<file path="config.mk">
export PLATFORM = sky130hd
export DESIGN_NAME = pipeline_flush_ctrl_flat
export DESIGN_NICKNAME = d
export VERILOG_FILES = /design/src/rtl/pipeline_flush_ctrl_pkg.sv /design/src/rtl/pipeline_flush_ctrl_if.sv /design/src/rtl/pipeline_flush_ctrl_arbiter.sv /design/src/rtl/pipeline_flush_ctrl.sv /design/src/flat_wrapper.sv
export SDC_FILE = /design/constraint.sdc
export NUM_CORES = 1
export LEC_CHECK = 0
export CAP_MARGIN = 20
export CORE_UTILIZATION = 25
export CTS_BUF_LIST = sky130_fd_sc_hd__clkbuf_16
export DETAILED_ROUTE_END_ITERATION = 8
export GPL_TIMING_DRIVEN = 0
export PLACE_DENSITY = 0.64
export SKIP_CTS_REPAIR_TIMING = 1
export SYNTH_ARGS = -nofsm -noshare
export SYNTH_HDL_FRONTEND = slang
export SYNTH_SLANG_ARGS = --single-unit
</file>
<file path="constraint.sdc">
create_clock -name clk -period 6.2 [get_ports clk]
set_input_delay 1.24 -clock clk [delete_from_list [all_inputs] [get_ports clk]]
set_output_delay 1.24 -clock clk [all_outputs]
set_load 0.01 [all_outputs]
</file>
<file path="src/rtl/pipeline_flush_ctrl_pkg.sv">
// Shared types and helpers for the pipeline flush/redirect controller.
package pipeline_pkg;

    typedef enum logic [1:0] {
        IDLE  = 2'd0,
        FLUSH = 2'd1,
        OFFER = 2'd2
    } flush_state_t;

    // Index width for an n-entry select, never narrower than one bit.
    function automatic int idx_bits(input int n);
        return (n > 1) ? $clog2(n) : 1;
    endfunction

    // Stage index type for the default five-stage core.
    localparam int DefNumStages = 5;
    typedef logic [$clog2(DefNumStages)-1:0] stage_idx_t;

endpackage

</file>
<file path="src/rtl/pipeline_flush_ctrl_if.sv">
// Redirect request / flush / next-PC bundle between the pipeline stages,
// the flush controller and fetch.
interface pipeline_flush_ctrl_if
    import pipeline_pkg::*;
#(
    parameter int WordSize   = 32,
    parameter int NumStages  = 5,
    parameter int NumSources = 2,
    parameter int CountWidth = 16
);
    localparam int StageWidth = idx_bits(NumStages);

    logic [NumSources-1:0]                 redir_valid;
    logic [NumSources-1:0][WordSize-1:0]   redir_pc;
    logic [NumSources-1:0][StageWidth-1:0] redir_stage;
    logic [NumStages-1:0]                  stage_flush;
    logic                                  npc_valid;
    logic [WordSize-1:0]                   npc;
    logic                                  npc_ready;
    logic                                  busy;
    logic [CountWidth-1:0]                 flush_count;

    // Requesting side: stages raising redirects plus fetch accepting npc.
    modport master (
        output redir_valid, redir_pc, redir_stage, npc_ready,
        input  stage_flush, npc_valid, npc, busy, flush_count
    );

    // Controller side.
    modport slave (
        input  redir_valid, redir_pc, redir_stage, npc_ready,
        output stage_flush, npc_valid, npc, busy, flush_count
    );

endinterface

</file>
<file path="src/rtl/pipeline_flush_ctrl_arbiter.sv">
// Oldest-first select: among valid requests pick the highest stage index,
// lowest requester index on ties; out-of-range stage indices are ignored.
module redirect_arbiter
    import pipeline_pkg::*;
#(
    parameter int WordSize   = 32,
    parameter int NumStages  = 5,
    parameter int NumSources = 2,
    localparam int StageWidth = idx_bits(NumStages),
    localparam int SrcWidth   = idx_bits(NumSources)
)(
    input  logic [NumSources-1:0]                 req_valid,
    input  logic [NumSources-1:0][WordSize-1:0]   req_pc,
    input  logic [NumSources-1:0][StageWidth-1:0] req_stage,
    output logic                                  win_valid,
    output logic [SrcWidth-1:0]                   win_idx,
    output logic [WordSize-1:0]                   win_pc,
    output logic [StageWidth-1:0]                 win_stage
);

    // Linear scan; strict '>' keeps the lower index on equal stages.
    always_comb begin
        win_valid = 1'b0;
        win_idx   = '0;
        win_pc    = '0;
        win_stage = '0;
        for (int i = 0; i < NumSources; i++) begin
            if (req_valid[i] && (int'(req_stage[i]) < NumStages) &&
                (!win_valid || (req_stage[i] > win_stage))) begin
                win_valid = 1'b1;
                win_idx   = SrcWidth'(i);
                win_pc    = req_pc[i];
                win_stage = req_stage[i];
            end
        end
    end

endmodule

</file>
<file path="src/rtl/pipeline_flush_ctrl.sv">
// Flush/redirect controller: accepts the oldest redirect, holds a flush mask
// over the younger stages for FlushCycles cycles, then offers the corrected
// PC to fetch. Older redirects preempt an in-progress flush or offer.
//
//  state | meaning
//  IDLE  | no redirect in progress
//  FLUSH | flush mask asserted, hold counter running down
//  OFFER | npc_valid asserted, waiting for npc_ready
module pipeline_flush_ctrl
    import pipeline_pkg::*;
#(
    parameter int WordSize    = 32,
    parameter int NumStages   = 5,
    parameter int NumSources  = 2,
    parameter int FlushCycles = 1,
    parameter int CountWidth  = 16
)(
    input logic                   clk,
    input logic                   rst,
    pipeline_flush_ctrl_if.slave  bus
);

    localparam int StageWidth = idx_bits(NumStages);
    localparam int SrcWidth   = idx_bits(NumSources);
    localparam int HoldWidth  = idx_bits(FlushCycles);
    localparam logic [HoldWidth-1:0] HoldLoad = HoldWidth'(FlushCycles - 1);

    flush_state_t          state_q, state_d;
    logic [WordSize-1:0]   pc_q;
    logic [StageWidth-1:0] stage_q;
    logic [HoldWidth-1:0]  hold_q;
    logic [CountWidth-1:0] count_q;

    logic                  win_valid;
    logic [SrcWidth-1:0]   win_idx;
    logic [WordSize-1:0]   win_pc;
    logic [StageWidth-1:0] win_stage;
    logic                  accept;

    redirect_arbiter #(
        .WordSize   (WordSize),
        .NumStages  (NumStages),
        .NumSources (NumSources)
    ) u_arb (
        .req_valid (bus.redir_valid),
        .req_pc    (bus.redir_pc),
        .req_stage (bus.redir_stage),
        .win_valid (win_valid),
        .win_idx   (win_idx),
        .win_pc    (win_pc),
        .win_stage (win_stage)
    );

    // In IDLE any redirect is taken; otherwise only a strictly older one,
    // since younger or equal stages are already covered by the flush.
    assign accept = win_valid && ((state_q == IDLE) || (win_stage > stage_q));

    // The reported winner must always be one of the asserted requesters.
    always_comb begin
        if (win_valid) begin
            assert (bus.redir_valid[win_idx]);
        end
    end

    // State register.
    always_ff @(posedge clk) begin
        if (rst) begin
            state_q <= IDLE;
        end else begin
            state_q <= state_d;
        end
    end

    // Next state; a preempt in OFFER overrides a same-cycle handshake.
    always_comb begin
        state_d = state_q;
        unique case (state_q)
            IDLE: begin
                if (accept) state_d = FLUSH;
            end
            FLUSH: begin
                if (accept)              state_d = FLUSH;
                else if (hold_q == '0)   state_d = OFFER;
            end
            OFFER: begin
                if (accept)              state_d = FLUSH;
                else if (bus.npc_ready)  state_d = IDLE;
            end
            default: state_d = IDLE;
        endcase
    end

    // Latched redirect, hold counter and saturating accept counter.
    always_ff @(posedge clk) begin
        if (rst) begin
            pc_q    <= '0;
            stage_q <= '0;
            hold_q  <= '0;
            count_q <= '0;
        end else if (accept) begin
            pc_q    <= win_pc;
            stage_q <= win_stage;
            hold_q  <= HoldLoad;
            if (count_q != '1) count_q <= count_q + CountWidth'(1);
        end else if ((state_q == FLUSH) && (hold_q != '0)) begin
            hold_q <= hold_q - HoldWidth'(1);
        end
    end

    // Outputs decode registered state only, so there is no input-to-output path.
    always_comb begin
        bus.stage_flush = '0;
        bus.npc_valid   = 1'b0;
        bus.busy        = (state_q != IDLE);
        if (state_q == FLUSH) begin
            for (int k = 0; k < NumStages; k++) begin
                bus.stage_flush[k] = (k < int'(stage_q));
            end
        end
        if (state_q == OFFER) begin
            bus.npc_valid = 1'b1;
        end
    end

    assign bus.npc         = pc_q;
    assign bus.flush_count = count_q;

endmodule

</file>
<file path="src/flat_wrapper.sv">
// flat-port wrapper written by rule: the top's interface ports become plain ports
module pipeline_flush_ctrl_flat import pipeline_pkg::*;
#(
    parameter int WordSize    = 32,
    parameter int NumStages   = 5,
    parameter int NumSources  = 2,
    parameter int FlushCycles = 1,
    parameter int CountWidth  = 16
)
  (clk, rst, bus_redir_valid, bus_redir_pc, bus_redir_stage, bus_npc_ready, bus_stage_flush, bus_npc_valid, bus_npc, bus_busy, bus_flush_count);
  pipeline_flush_ctrl_if #(.WordSize(WordSize), .NumStages(NumStages), .NumSources(NumSources), .CountWidth(CountWidth)) bus_i ();
  input logic clk;
  input logic rst;
  input wire logic [$bits(bus_i.redir_valid)-1:0] bus_redir_valid;
  input wire logic [$bits(bus_i.redir_pc)-1:0] bus_redir_pc;
  input wire logic [$bits(bus_i.redir_stage)-1:0] bus_redir_stage;
  input wire logic [$bits(bus_i.npc_ready)-1:0] bus_npc_ready;
  output wire logic [$bits(bus_i.stage_flush)-1:0] bus_stage_flush;
  output wire logic [$bits(bus_i.npc_valid)-1:0] bus_npc_valid;
  output wire logic [$bits(bus_i.npc)-1:0] bus_npc;
  output wire logic [$bits(bus_i.busy)-1:0] bus_busy;
  output wire logic [$bits(bus_i.flush_count)-1:0] bus_flush_count;
  assign bus_i.redir_valid = bus_redir_valid;
  assign bus_i.redir_pc = bus_redir_pc;
  assign bus_i.redir_stage = bus_redir_stage;
  assign bus_i.npc_ready = bus_npc_ready;
  assign bus_stage_flush = bus_i.stage_flush;
  assign bus_npc_valid = bus_i.npc_valid;
  assign bus_npc = bus_i.npc;
  assign bus_busy = bus_i.busy;
  assign bus_flush_count = bus_i.flush_count;
  pipeline_flush_ctrl #(.WordSize(WordSize), .NumStages(NumStages), .NumSources(NumSources), .FlushCycles(FlushCycles), .CountWidth(CountWidth)) u_core (.clk(clk), .rst(rst), .bus(bus_i));
endmodule
</file>
Word level (Yosys, flattened, before mapping):

Index checks and enable logic that the tools add are counted.

* flip-flop bits (word level): 54
* logic and storage cells: 49

* $add $sub $neg: 2
* magnitude comparators: 9
* eq/ne operators: 6
* multiplexer cells: 14
* reductions and logical operators: 13

Operators by type and width (number)
* two-way mux 32 bit: 2
* adder 16 x 1 -> 16 bit, second input constant: 1
* inequality test 16 bit, second input constant: 1
* two-way mux 2 bit: 5
* > comparator 3 bit: 2
* less-than comparator 1 x 3 -> 1 bit, first input constant: 2
* less-than comparator 2 x 3 -> 1 bit, first input constant: 2
* less-than comparator 3 bit, second input constant: 2
* two-way mux 3 bit: 2
* one-hot mux 2 bit (3 select lines): 1
* logical AND 1 bit: 5
* two-way mux 5 bit: 1
* less-than comparator 3 bit, first input constant: 1
* two-way mux 1 bit: 3
* inequality test 3 x 2 -> 1 bit, second input constant: 1
* inequality test 3 bit, second input constant: 1
* AND reduction 3 bit: 1
* == test 2 x 1 -> 1 bit, second input constant: 1
* == test 2 bit, second input constant: 1
* logical NOT 2 bit: 1
* logical OR 1 bit: 2
* inequality test 2 x 1 -> 1 bit, second input constant: 1
* AND reduction 2 bit: 1
* nonzero test 2 bit: 1
* other kinds (3): 3

Logic depth before layout (Yosys ltp):

Gate-level depths: netlist of the first run.

* depth after elaboration: 12
* gate-level depth with buffers: 19
* depth with buffers taken out: 15

Cells and area by module:

Synthesis of the first run repeated with hierarchy kept, for this count alone.

* cells, all modules: 348
* area total of the unflattened synthesis: 3220.6 um^2

By module, submodules not included
* pipeline_flush_ctrl: instances 1, cells an instance 288, area each 2680.1 um^2, sequential area each 1081.0 um^2
* redirect_arbiter: instances 1, cells an instance 60, area each 540.5 um^2, sequential area each 0.0 um^2

Least setup slack after synthesis of the first run:

Ideal clock, no wire load.

* path type: in2reg
* start point: input port bus_redir_stage[1]
* end point: register u_core.pc_q[10], in the netlist u_core.bus.npc[10]
* setup time: 0.078 ns
* arrival: 4.487 ns
* slack: 1.635 ns
* cell stages on the path: 18
* buffers on the path: 4
* cell sequence: o21ai_2 > and2_1 > buf_6 > nand2_1 > ha_1 > nor2b_1 > a221oi_1 > o31a_1 > buf_2 > a22o_1 > ha_1 > a211o_1 > a21oi_2 > or2_1 > buf_2 > clkbuf_1 > a221oi_1 > nor3_1

* cells in the longest elaborated chain, start to end: 10
* elaborated cells between the ends (all ways): 15

Ends and longest elaborated chain
* start, declared: RTL line flat_wrapper.sv:16 `input wire logic [$bits(bus_i.redir_stage)-1:0] bus_redir_stage;`
* less-than comparator 3 bit: RTL line pipeline_flush_ctrl_arbiter.sv:28 `if (req_valid[i] && (int'(req_stage[i]) < NumStages) &&`
* logical AND 1 bit: RTL line pipeline_flush_ctrl_arbiter.sv:28
* two-way mux 3 bit / two-way mux 1 bit (equally long branches): RTL line pipeline_flush_ctrl_arbiter.sv:28
* > comparator 3 bit / logical NOT 1 bit (equally long branches): RTL line pipeline_flush_ctrl_arbiter.sv:29 `(!win_valid || (req_stage[i] > win_stage))) begin`
* logical OR 1 bit: RTL line pipeline_flush_ctrl_arbiter.sv:29
* logical AND 1 bit: RTL line pipeline_flush_ctrl_arbiter.sv:28
* two-way mux 3 bit *: RTL line pipeline_flush_ctrl_arbiter.sv:28
* named net u_core.u_arb.win_stage[1]: RTL line pipeline_flush_ctrl_arbiter.sv:18 `output logic [StageWidth-1:0] win_stage`
* > comparator 3 bit *: RTL line pipeline_flush_ctrl.sv:56 `assign accept = win_valid && ((state_q == IDLE) || (win_stage > stage_q));`
* logical OR 1 bit *: RTL line pipeline_flush_ctrl.sv:56
* logical AND 1 bit *: RTL line pipeline_flush_ctrl.sv:56
* end signal, assigned: RTL line pipeline_flush_ctrl.sv:101 `pc_q <= win_pc;`
* end, declared: RTL line pipeline_flush_ctrl.sv:29 `logic [WordSize-1:0] pc_q;`

The timed path passes the listed nets; every way through them passes the cells marked *.
A chain may end at the register's enable or synchronous reset.

Final worst setup path of the first run:

* start point: input port bus_redir_stage[1]
* end point: register u_core.pc_q[18], in the netlist u_core.bus.npc[18]

Same word-level chain as after synthesis.

==> results of run 1 <==
-- area by class of cell --
| cell class | instances | area [µm²] |
|---|---|---|
| Buffer | 23 | 102.6 |
| Clock buffer | 5 | 125.1 |
| Clock inverter | 2 | 7.507 |
| Fill cell | 1026 | 5718 |
| Inverter | 6 | 22.52 |
| Multi-Input combinational cell | 221 | 1395 |
| Sequential cell | 54 | 1081 |
| Tap cell | 133 | 166.4 |
| Timing Repair Buffer | 129 | 1291 |
-- logic make-up (layout without fill, tap and decap cells) --
logic type	Yosys count	in the layout	synth area share
xor gates and xnor gates	6	6	0.02020
muxes	6	6	0.02549
and+or+nand+nor	141	141	0.2636
AOI/OAI and AO/OA	61	61	0.1934
adders and majority gates	7	7	0.03367
DFF	54	54	0.4156
buffers and inverters	29	165	0.04810
-- report_power, final --
group | switching (W) | leakage, nW | total, W | internal [W]
combinational | 0.000180 | 1.02 | 0.000370 | 0.000190
sequential | 0.0000269 | 0.443 | 0.000419 | 0.000392
clock | 0.000117 | 0.0723 | 0.000261 | 0.000145
-- per-stage QoR --
| stage | util | setup WS [ns] | std cells | power, W | hold WS (ns) |
|---|---|---|---|---|---|
| after floorplan | - | 1.635 | 304 | 0.0006107 | 0.4277 |
| after global placement | 0.4096 | 0.3917 | 566 | 0.0007962 | 0.4450 |
| after detailed placement | 0.4096 | 0.3231 | 566 | 0.0008019 | 0.4428 |
| after CTS | 0.4230 | 0.5951 | 573 | 0.001067 | 0.4554 |
| after global routing | 0.4230 | 0.2060 | 573 | 0.001118 | 0.4734 |
| final | 0.4230 | 0.6885 | 573 | 0.001050 | 0.4561 |
-- cells in the final DEF, fill, tap and decap left out, drive strengths merged, types with 8 or more instances in the layout --
cell type      Yosys  layout
a21oi              9       9
clkbuf            15      20
nor2              57      57
clkdlybuf4s50      0     129
nor3              38      38
inv                6       8
and3               8       8
buf                8       8
dfxtp             54      54
a221oi            33      33
nor2b              8       8
-- sequential cells by signal, summed over array words and instances (netlist names) --
name                    flops
u_core.bus.flush_count     16
u_core.stage_q              3
u_core.state_q              2
u_core.hold_q               1
u_core.bus.npc             32
-- per-layer routing --
metal  track usage  part of all wire
met1        0.1883              0.43
met5             0                 0
met3       0.03195             0.056
met4       0.03673            0.0080
met2        0.2771              0.51
-- critical path, cell delays in order --
cell             delay, ns
clkdlybuf4s50_1       0.47
o21ai_2               0.18
and2_1                0.15
buf_6                 0.12
nand2_1               0.06
ha_1                  0.33
nor2b_1               0.15
a221oi_1              0.12
a211oi_2              0.65
a22o_1                0.27
ha_1                  0.25
a211o_1               0.31
a21oi_2               0.37
or2_1                 0.15
buf_2                 0.19
clkbuf_1              0.39
a221oi_1              0.10
nor3_1                0.21
-- worst min path at each step --
| stage | start | endpoint | cells past startpoint |
|---|---|---|---|
| floorplan | u_core.hold_q$_SDFFE_PP0P_ | u_core.hold_q$_SDFFE_PP0P_ | 2 |
| finish | u_core.hold_q$_SDFFE_PP0P_ | u_core.hold_q$_SDFFE_PP0P_ | 2 |
| detailed placement | u_core.hold_q$_SDFFE_PP0P_ | u_core.hold_q$_SDFFE_PP0P_ | 2 |
| global placement | u_core.hold_q$_SDFFE_PP0P_ | u_core.hold_q$_SDFFE_PP0P_ | 2 |
| CTS | u_core.hold_q$_SDFFE_PP0P_ | u_core.hold_q$_SDFFE_PP0P_ | 2 |
| global route | u_core.hold_q$_SDFFE_PP0P_ | u_core.hold_q$_SDFFE_PP0P_ | 2 |
==> results_dict.tcl, run 1 <==
set metrics [dict create \
    status "complete, no violations" \
    overflow 0 \
    critPathRequiredTime_ns 6.40 \
    design_area_um2 4192 \
    fmax_ghz 0.1814 \
    hp-class "reg -> reg" \
    period_minus_slack_ns 5.511 \
    vias 2786 \
    cap_violations 0 \
    synth_top_cells_by_count "nor2_1, dfxtp_1, nor3_1" \
    grt_first_pass_wirelength_mm 13.63 \
    row_count 36 \
    seq_area_frac_synth 0.4156 \
    insertion_delay_ns 0.28 \
    wl_per_cell_um 14.53 \
    chipHeight_um 104.0 \
    yosysWarnings 0 \
    drive_gt1_frac 0.05455 \
    cp-startpoint "bus_redir_stage[1]" \
    io_pins 130 \
    rr_worst_depth 9 \
    setup_tns_ns 0 \
    synth.area.top_cells "dfxtp_1, a221oi_1, nor2_1" \
    h-tree-depth 2 \
    synth.largest_area_cell "dfxtp_1" \
    clk_pin_slew_ns 0.06 \
    cts_max_path_buffers 2 \
    numPortBuffers 129 \
    end_kind "register" \
    via_per_inst 4.862 \
    drtIter0Drc 111 \
    cts_sinks 54 \
    worstSetupPathType "in -> reg" \
    n_antenna_cell 0 \
    cts_tree "done" \
    dieArea_um2 10820 \
    nets 522 \
    cp.arrival_ns 5.71 \
    synth_ff_type "dfxtp_1" \
    synth_cell_types 43 \
    synth_seq_cells 54 \
    core_um2 9910 \
    rsz0062_at_grt "no" \
    finalHoldViolCount 0 \
    rr_endpoint "u_core.bus.npc[18]$_SDFFE_PP0P_" \
    grt_pass1_vias 2776 \
    drt_pre_antenna_iters 4 \
    die_w_um 104.0 \
    ir_worst_vdd_v 0.0001045 \
    synth_area_um2 2601 \
    gp_congestion 0.7813 \
    finClkSkew_ns 0.002691 \
    powerDensity_nw_per_um2 250.6 \
    synthCells 304 \
    worst_pin_slew_ns 0.7449 \
    worstPathMaxFanout 10 \
    avgSynthCellArea_um2 8.557 \
    synth_edf_count 0 \
    final.period_utilization 0.8889 \
    p_leak_nw 1.540 \
    critPathLaunchType "input pin" \
    setup_viol 0 \
    synth_top_area_frac 0.4156 \
    grt_max_degree 15 \
    synth_nets 386 \
    start_util 0.2625 \
    ff2ff_setup_slack_ns 3.67 \
    routed_wirelength_mm 8.324 \
    grt_antenna_before_repair 0 \
    dpl_cell_area_um2 4059 \
    area_delta_synth_final_pct 61.14 \
    cts_buffers 5 \
    r2r-start "u_core.stage_q[1]$_SDFFE_PP0P_" \
    async_flop_share 0 \
    grt_usage 0.1548 \
    yosysMostFrequentCell "nor2_1" \
    cp-endpoint "u_core.bus.npc[18]$_SDFFE_PP0P_" \
    hpwlAfterDp_mm 6.464 \
    cts-root-buf "clkbuf_16" \
    maxSlewHeadroom 0.5025 \
    drc 0 \
    antenna_left 0 \
    drv_slew 0 \
]
Note: power is estimated with default switching activity, not from simulation.
==> run 2, diff against run 1 <==
--- a/config.mk
+++ b/config.mk
@@ -10,8 +10,9 @@
 export CTS_BUF_LIST = sky130_fd_sc_hd__clkbuf_16
 export DETAILED_ROUTE_END_ITERATION = 8
 export GPL_TIMING_DRIVEN = 0
-export PLACE_DENSITY = 0.64
+export PLACE_DENSITY = 0.61
 export SKIP_CTS_REPAIR_TIMING = 1
 export SYNTH_ARGS = -nofsm -noshare
 export SYNTH_HDL_FRONTEND = slang
+export SYNTH_HIERARCHICAL = 1
 export SYNTH_SLANG_ARGS = --single-unit
==> constraint.sdc (replaced) <==
create_clock -name clk -period 6.7 [get_ports clk]
set_input_delay 1.34 -clock clk [delete_from_list [all_inputs] [get_ports clk]]
set_output_delay 1.34 -clock clk [all_outputs]
set_load 0.01 [all_outputs]
==> run 2 against run 1 <==
Clock skew is 0.0056 ns higher. Global-route usage is 1.7 points lower. Register-to-register slack better by 0.74 ns.
==> results_dict.tcl, run 2 <==
set metrics [dict create \
    start_util 0.2562 \
    maxSlewHeadroom 0.5086 \
    wl_per_cell_um 14.04 \
    cap_violations 0 \
    synth.largest_area_cell "dfxtp_1" \
    avgSynthCellArea_um2 9.255 \
    hpwlAfterDp_mm 7.168 \
    yosysMostFrequentCell "dfxtp_1" \
    via_per_inst 4.575 \
    synth_top_area_frac 0.3357 \
    grt_first_pass_wirelength_mm 14.33 \
    synth_nets 430 \
    cts_tree "done" \
    cp.arrival_ns 5.11 \
    drt_pre_antenna_iters 4 \
    critPathRequiredTime_ns 6.89 \
    grt_pass1_vias 2991 \
    synth.area.top_cells "dfxtp_1, a21oi_2, a22o_1" \
    end_kind "register" \
    synth_edf_count 0 \
    drtIter0Drc 134 \
    grt_usage 0.1377 \
    vias 3006 \
    finalHoldViolCount 0 \
    fmax_ghz 0.2032 \
    row_count 41 \
    gp_congestion 0.7936 \
    powerDensity_nw_per_um2 189.6 \
    n_antenna_cell 0 \
    numPortBuffers 129 \
    synth_top_cells_by_count "dfxtp_1, nand2_1, a21oi_2" \
    synth_top_family_by_area "compound AO/OA/AOI/OAI gates" \
    overflow 0 \
    layout_commonest_cell "clkdlybuf4s50_1" \
    p_leak_nw 1.736 \
    total_power_w 0.0009243 \
    period_minus_slack_ns 4.921 \
    cts_max_path_buffers 2 \
    yosysWarnings 6 \
    largest_register_ffs 32 \
    worstSetupPathType "in -> reg" \
    grt_antenna_before_repair 0 \
    chipHeight_um 115.5 \
    synth_fa_ha_area_frac 0.02720 \
    cts_sinks 54 \
    synth-xor-area-share 0 \
    post-route-util 0.3880 \
    synth-compound-area-share 0.2743 \
    worstPathMaxFanout 10 \
    finClkSkew_ns 0.008268 \
    setup_tns_ns 0 \
    die_w_um 115.5 \
    nets 566 \
    drv_slew 0 \
    layout_common_cells "clkdlybuf4s50_1, dfxtp_1, nand2_1, a21oi_2, nand2_2" \
    cts-root-buf "clkbuf_16" \
    async_flop_share 0 \
    area_delta_synth_final_pct 51.40 \
    h-tree-depth 2 \
    dieArea_um2 13340 \
    core_um2 12570 \
    drc 0 \
    critPathLaunchType "input pin" \
    synth_cell_types 50 \
    synth_ff_type "dfxtp_1" \
    io_pins 130 \
    insertion_delay_ns 0.29 \
    synth_seq_cells 54 \
    synthCells 348 \
    cts_buffers 5 \
    setup_viol 0 \
    nFillCells 1302 \
    ir_worst_vdd_v 0.0001108 \
    antenna_left 0 \
    final.period_utilization 0.7344 \
    drive_gt1_frac 0.2660 \
    seq_area_frac_synth 0.3357 \
    grt_max_degree 19 \
    synth.area.mux_share 0.02331 \
    rsz0062_at_grt "no" \
    worst_pin_slew_ns 0.7370 \
    hp-class "reg -> reg" \
    synth-simple-area-share 0.2556 \
    synth_area_um2 3221 \
    status "complete, no violations" \
    routed_wirelength_mm 9.226 \
    clk_pin_slew_ns 0.08 \
]
run 2: cell count changes after synthesis, sizes merged, moves of 3 or more:
cell | before | now
nand2 | 7 | 86
nor2 | 57 | 17
a21oi | 9 | 44
a22o | 2 | 35
a221oi | 33 | 1
nor3 | 38 | 6
buf | 8 | 21
clkbuf | 15 | 3
o21ai | 2 | 8
xnor2 | 6 | 0
a211oi | 4 | 0
and3 | 8 | 5
run 2: stage by stage:
stage / area, µm² / setup slack, ns / hold WS [ns] / instances
6_report: 4876 / 1.779 / 0.4604 / 657
5_1_grt: 4876 / 1.575 / 0.4706 / 657
4_1_cts: 4876 / 1.778 / 0.4574 / 657
3_5_place_dp: 4727 / 1.471 / 0.4460 / 649
3_3_place_gp: 4727 / 1.545 / 0.4379 / 649
2_1_floorplan: 3221 / 2.318 / 0.4278 / 348
run 2: path summary, 6_finish.rpt:
kind	cells after the start	endpoint	slack, ns	startpoint
min reg2reg	2	u_core/bus.npc[16]$_SDFFE_PP0P_	0.46	u_core/bus.npc[16]$_SDFFE_PP0P_
max	16	u_core/bus.flush_count[5]$_SDFFE_PP0P_	1.78	bus_redir_stage[1]
max reg2reg	8	u_core/bus.flush_count[5]$_SDFFE_PP0P_	4.41	u_core/stage_q[1]$_SDFFE_PP0P_
min	2	u_core/bus.npc[16]$_SDFFE_PP0P_	0.46	u_core/bus.npc[16]$_SDFFE_PP0P_
run 2: cell families after synthesis:
kind of cell             after synthesis
AO/OA/AOI/OAI                        100
flip-flops                            54
multiplexers                           6
AND/OR/NAND/NOR                      150
buffers and inverters                 31
adder cells (fa/ha/maj)                7
run 2: routing by layer:
metal | routed length (µm) | global-route usage | vias to the layer above
met2 | 4644 | 0.2491 | 86
met3 | 545 | 0.03190 | 10
met1 | 3892 | 0.1598 | 1396
li1 | - | - | 1514
met5 | 0 | 0 | -
met4 | 143 | 0.04329 | 0
run 2: layout make-up:
class | count | area, µm² | area share
Buffer | 24 | 244.0 | 0.05004
Tap cell | 172 | 215.2 | 0.04414
Inverter | 7 | 26.28 | 0.005389
Timing Repair Buffer | 129 | 1291 | 0.2648
Sequential cell | 54 | 1081 | 0.2217
Clock buffer | 5 | 125.1 | 0.02566
Multi-Input combinational cell | 263 | 1869 | 0.3834
Clock inverter | 3 | 23.77 | 0.004876
run 2: worst max-delay path, cell delays in order:
cell	delay (ns)
clkdlybuf4s50_1	0.45
o21ai_1	0.17
and2_4	0.20
nand2_1	0.06
ha_1	0.31
and3b_1	0.21
o21ai_2	0.20
a21oi_4	0.16
a22o_2	0.31
ha_1	0.31
nor2b_4	0.14
o21a_4	0.20
o311ai_4	0.42
buf_6	0.27
nor2_4	0.06
mux2_4	0.28
run 2: report_power, final:
group / internal, W / total, W / switching [W]
Clock: 0.000140 / 0.000267 / 0.000127
Sequential: 0.000341 / 0.000358 / 0.0000178
Combinational: 0.000155 / 0.000299 / 0.000144
Total: 0.000636 / 0.000924 / 0.000289
==> run 3, diff against run 2 <==
==> constraint.sdc (replaced) <==
create_clock -name clk -period 4.7 [get_ports clk]
set_input_delay 0.94 -clock clk [delete_from_list [all_inputs] [get_ports clk]]
set_output_delay 0.94 -clock clk [all_outputs]
set_load 0.01 [all_outputs]
==> run 3 against run 2 <==
Combinational power increased by 45%. Highest routed layer unchanged. First-iteration DRC count shrank 6.0%. Sequential power is 43% higher. Hold slack unchanged. Largest power group unchanged.
==> results_dict.tcl, run 3 (synthesis gave the netlist of run 2 again) <==
set metrics [dict create \
    status "complete, no violations" \
    routed_wirelength_mm 9.244 \
    worst_pin_slew_ns 0.7370 \
    fmax_ghz 0.2277 \
    cts-root-buf "clkbuf_16" \
    drtIter0Drc 126 \
    powerDensity_nw_per_um2 270.3 \
    r2r-start "u_core/stage_q[1]$_SDFFE_PP0P_" \
    start_util 0.2562 \
    grt_first_pass_wirelength_mm 14.33 \
    largest_register_ffs 32 \
    layout_common_cells "clkdlybuf4s50_1, dfxtp_1, nand2_1, a21oi_2, nand2_2" \
    period_minus_slack_ns 4.392 \
    drive_gt1_frac 0.2705 \
    dieArea_um2 13340 \
    cp-startpoint "bus_redir_stage[1]" \
    final.period_utilization 0.9344 \
    ir_worst_vdd_v 0.0001579 \
    rr_worst_depth 8 \
    row_count 41 \
    clk_pin_slew_ns 0.08 \
    rsz0062_at_grt "no" \
    seqCellArea_um2 1081 \
    total_power_w 0.001324 \
    io_pins 130 \
    gp_congestion 0.7936 \
    cts_max_path_buffers 2 \
    cts_sinks 54 \
    ff2ff_setup_slack_ns 2.54 \
    rr_endpoint "u_core/bus.flush_count[15]$_SDFFE_PP0P_" \
    path_depth 16 \
    critPathRequiredTime_ns 4.88 \
    hp-class "reg -> reg" \
    core_um2 12570 \
    via_per_inst 4.561 \
    die_w_um 115.5 \
    cp-endpoint "u_core/bus.flush_count[15]$_SDFFE_PP0P_" \
    cp_slowest_cell "clkdlybuf4s50_1" \
    chipHeight_um 115.5 \
    hpwlAfterDp_mm 7.168 \
    h-tree-depth 2 \
    drt_pre_antenna_iters 4 \
    cap_violations 0 \
    post-route-util 0.3897 \
    holdCritStartpoint "u_core/bus.npc[16]$_SDFFE_PP0P_" \
    worstPathMaxFanout 9 \
    cpLargestDelayFamily "compound AO/OA/AOI/OAI gates" \
    grt_pass1_vias 2991 \
    critPathLaunchType "input pin" \
    multi_input_area_um2 1869 \
    drv_slew 0 \
    area_delta_synth_final_pct 52.10 \
    critical_path_buf_inv_count 2 \
    overflow 0 \
    crit_path_frequent_cell "ha_1" \
    worstSetupPathType "in -> reg" \
    finalHoldViolCount 0 \
    layout_commonest_cell "clkdlybuf4s50_1" \
    nets 569 \
    p_leak_nw 1.750 \
    insertion_delay_ns 0.29 \
    slowest_delay_ns 0.45 \
    grt_usage 0.1377 \
    cts_buffers 5 \
    antenna_left 0 \
    cp.arrival_ns 4.58 \
    setup_viol 0 \
    grt_antenna_before_repair 0 \
    path_cells "clkdlybuf4s50_1, o21ai_1, and2_4, nand2_1, ha_1, and3b_1, o21ai_2, a21oi_4, a22o_2, ha_1, nor2b_4, o21a_4, o311a_1, buf_2, and4_4, mux2_4" \
    cts_tree "done" \
    drc 0 \
    nFillCells 1299 \
    grt_max_degree 19 \
    maxSlewHeadroom 0.5087 \
    vias 3010 \
    numPortBuffers 129 \
    hold_path_depth 2 \
    end_kind "register" \
    wl_per_cell_um 14.01 \
    n_antenna_cell 0 \
    finClkSkew_ns 0.008231 \
]
[run 3: layer usage]
| layer | vias up | global-route usage | wire length, µm |
|---|---|---|---|
| li1 | 1518 | - | - |
| met2 | 90 | 0.2491 | 4672 |
| met3 | 12 | 0.03190 | 552 |
| met4 | 0 | 0.04329 | 165 |
| met1 | 1390 | 0.1598 | 3853 |
| met5 | - | 0 | 0 |
[run 3: cell type report]
type | instances | share of cell area
Tap cell | 172 | 0.04393
Timing Repair Buffer | 132 | 0.2682
Multi-Input combinational cell | 263 | 0.3816
Clock inverter | 3 | 0.004853
Clock buffer | 5 | 0.02554
Sequential cell | 54 | 0.2207
Inverter | 7 | 0.005364
Buffer | 24 | 0.04981
[run 3: metrics by stage]
stage	cell area, µm²	hold WS (ns)	worst slack (ns)	setup TNS (ns)	instances
after floorplan	3221	0.4278	0.7183	0	348
after global placement	4727	0.4379	-0.05501	-0.5347	649
after detailed placement	4727	0.4460	-0.1291	-3.903	649
after CTS	4876	0.4574	0.1782	0	657
after global routing	4898	0.4706	0.1046	0	660
final	4898	0.4604	0.3083	0	660
[run 3: worst min-delay path by stage]
stage                                            endpoint  slack [ns]
after detailed placement       u_core/hold_q$_SDFFE_PP0P_        0.45
after CTS                      u_core/hold_q$_SDFFE_PP0P_        0.46
after floorplan                u_core/hold_q$_SDFFE_PP0P_        0.43
after global placement         u_core/hold_q$_SDFFE_PP0P_        0.44
after global routing      u_core/bus.npc[16]$_SDFFE_PP0P_        0.47
final                     u_core/bus.npc[16]$_SDFFE_PP0P_        0.46
[run 3: worst register-to-register path: stages, from the launching register on]
cell and delay [ns]:
dfxtp_1 0.38, inv_1 0.08, ha_1 0.33, nor2b_4 0.14, o21a_4 0.20, o311a_1 0.27
buf_2 0.18, and4_4 0.17, mux2_4 0.29
[run 3: power by group]
group | switching [W] | internal (W)
clock network | 0.000181 | 0.000200
logic | 0.000206 | 0.000226
registers | 0.0000253 | 0.000486
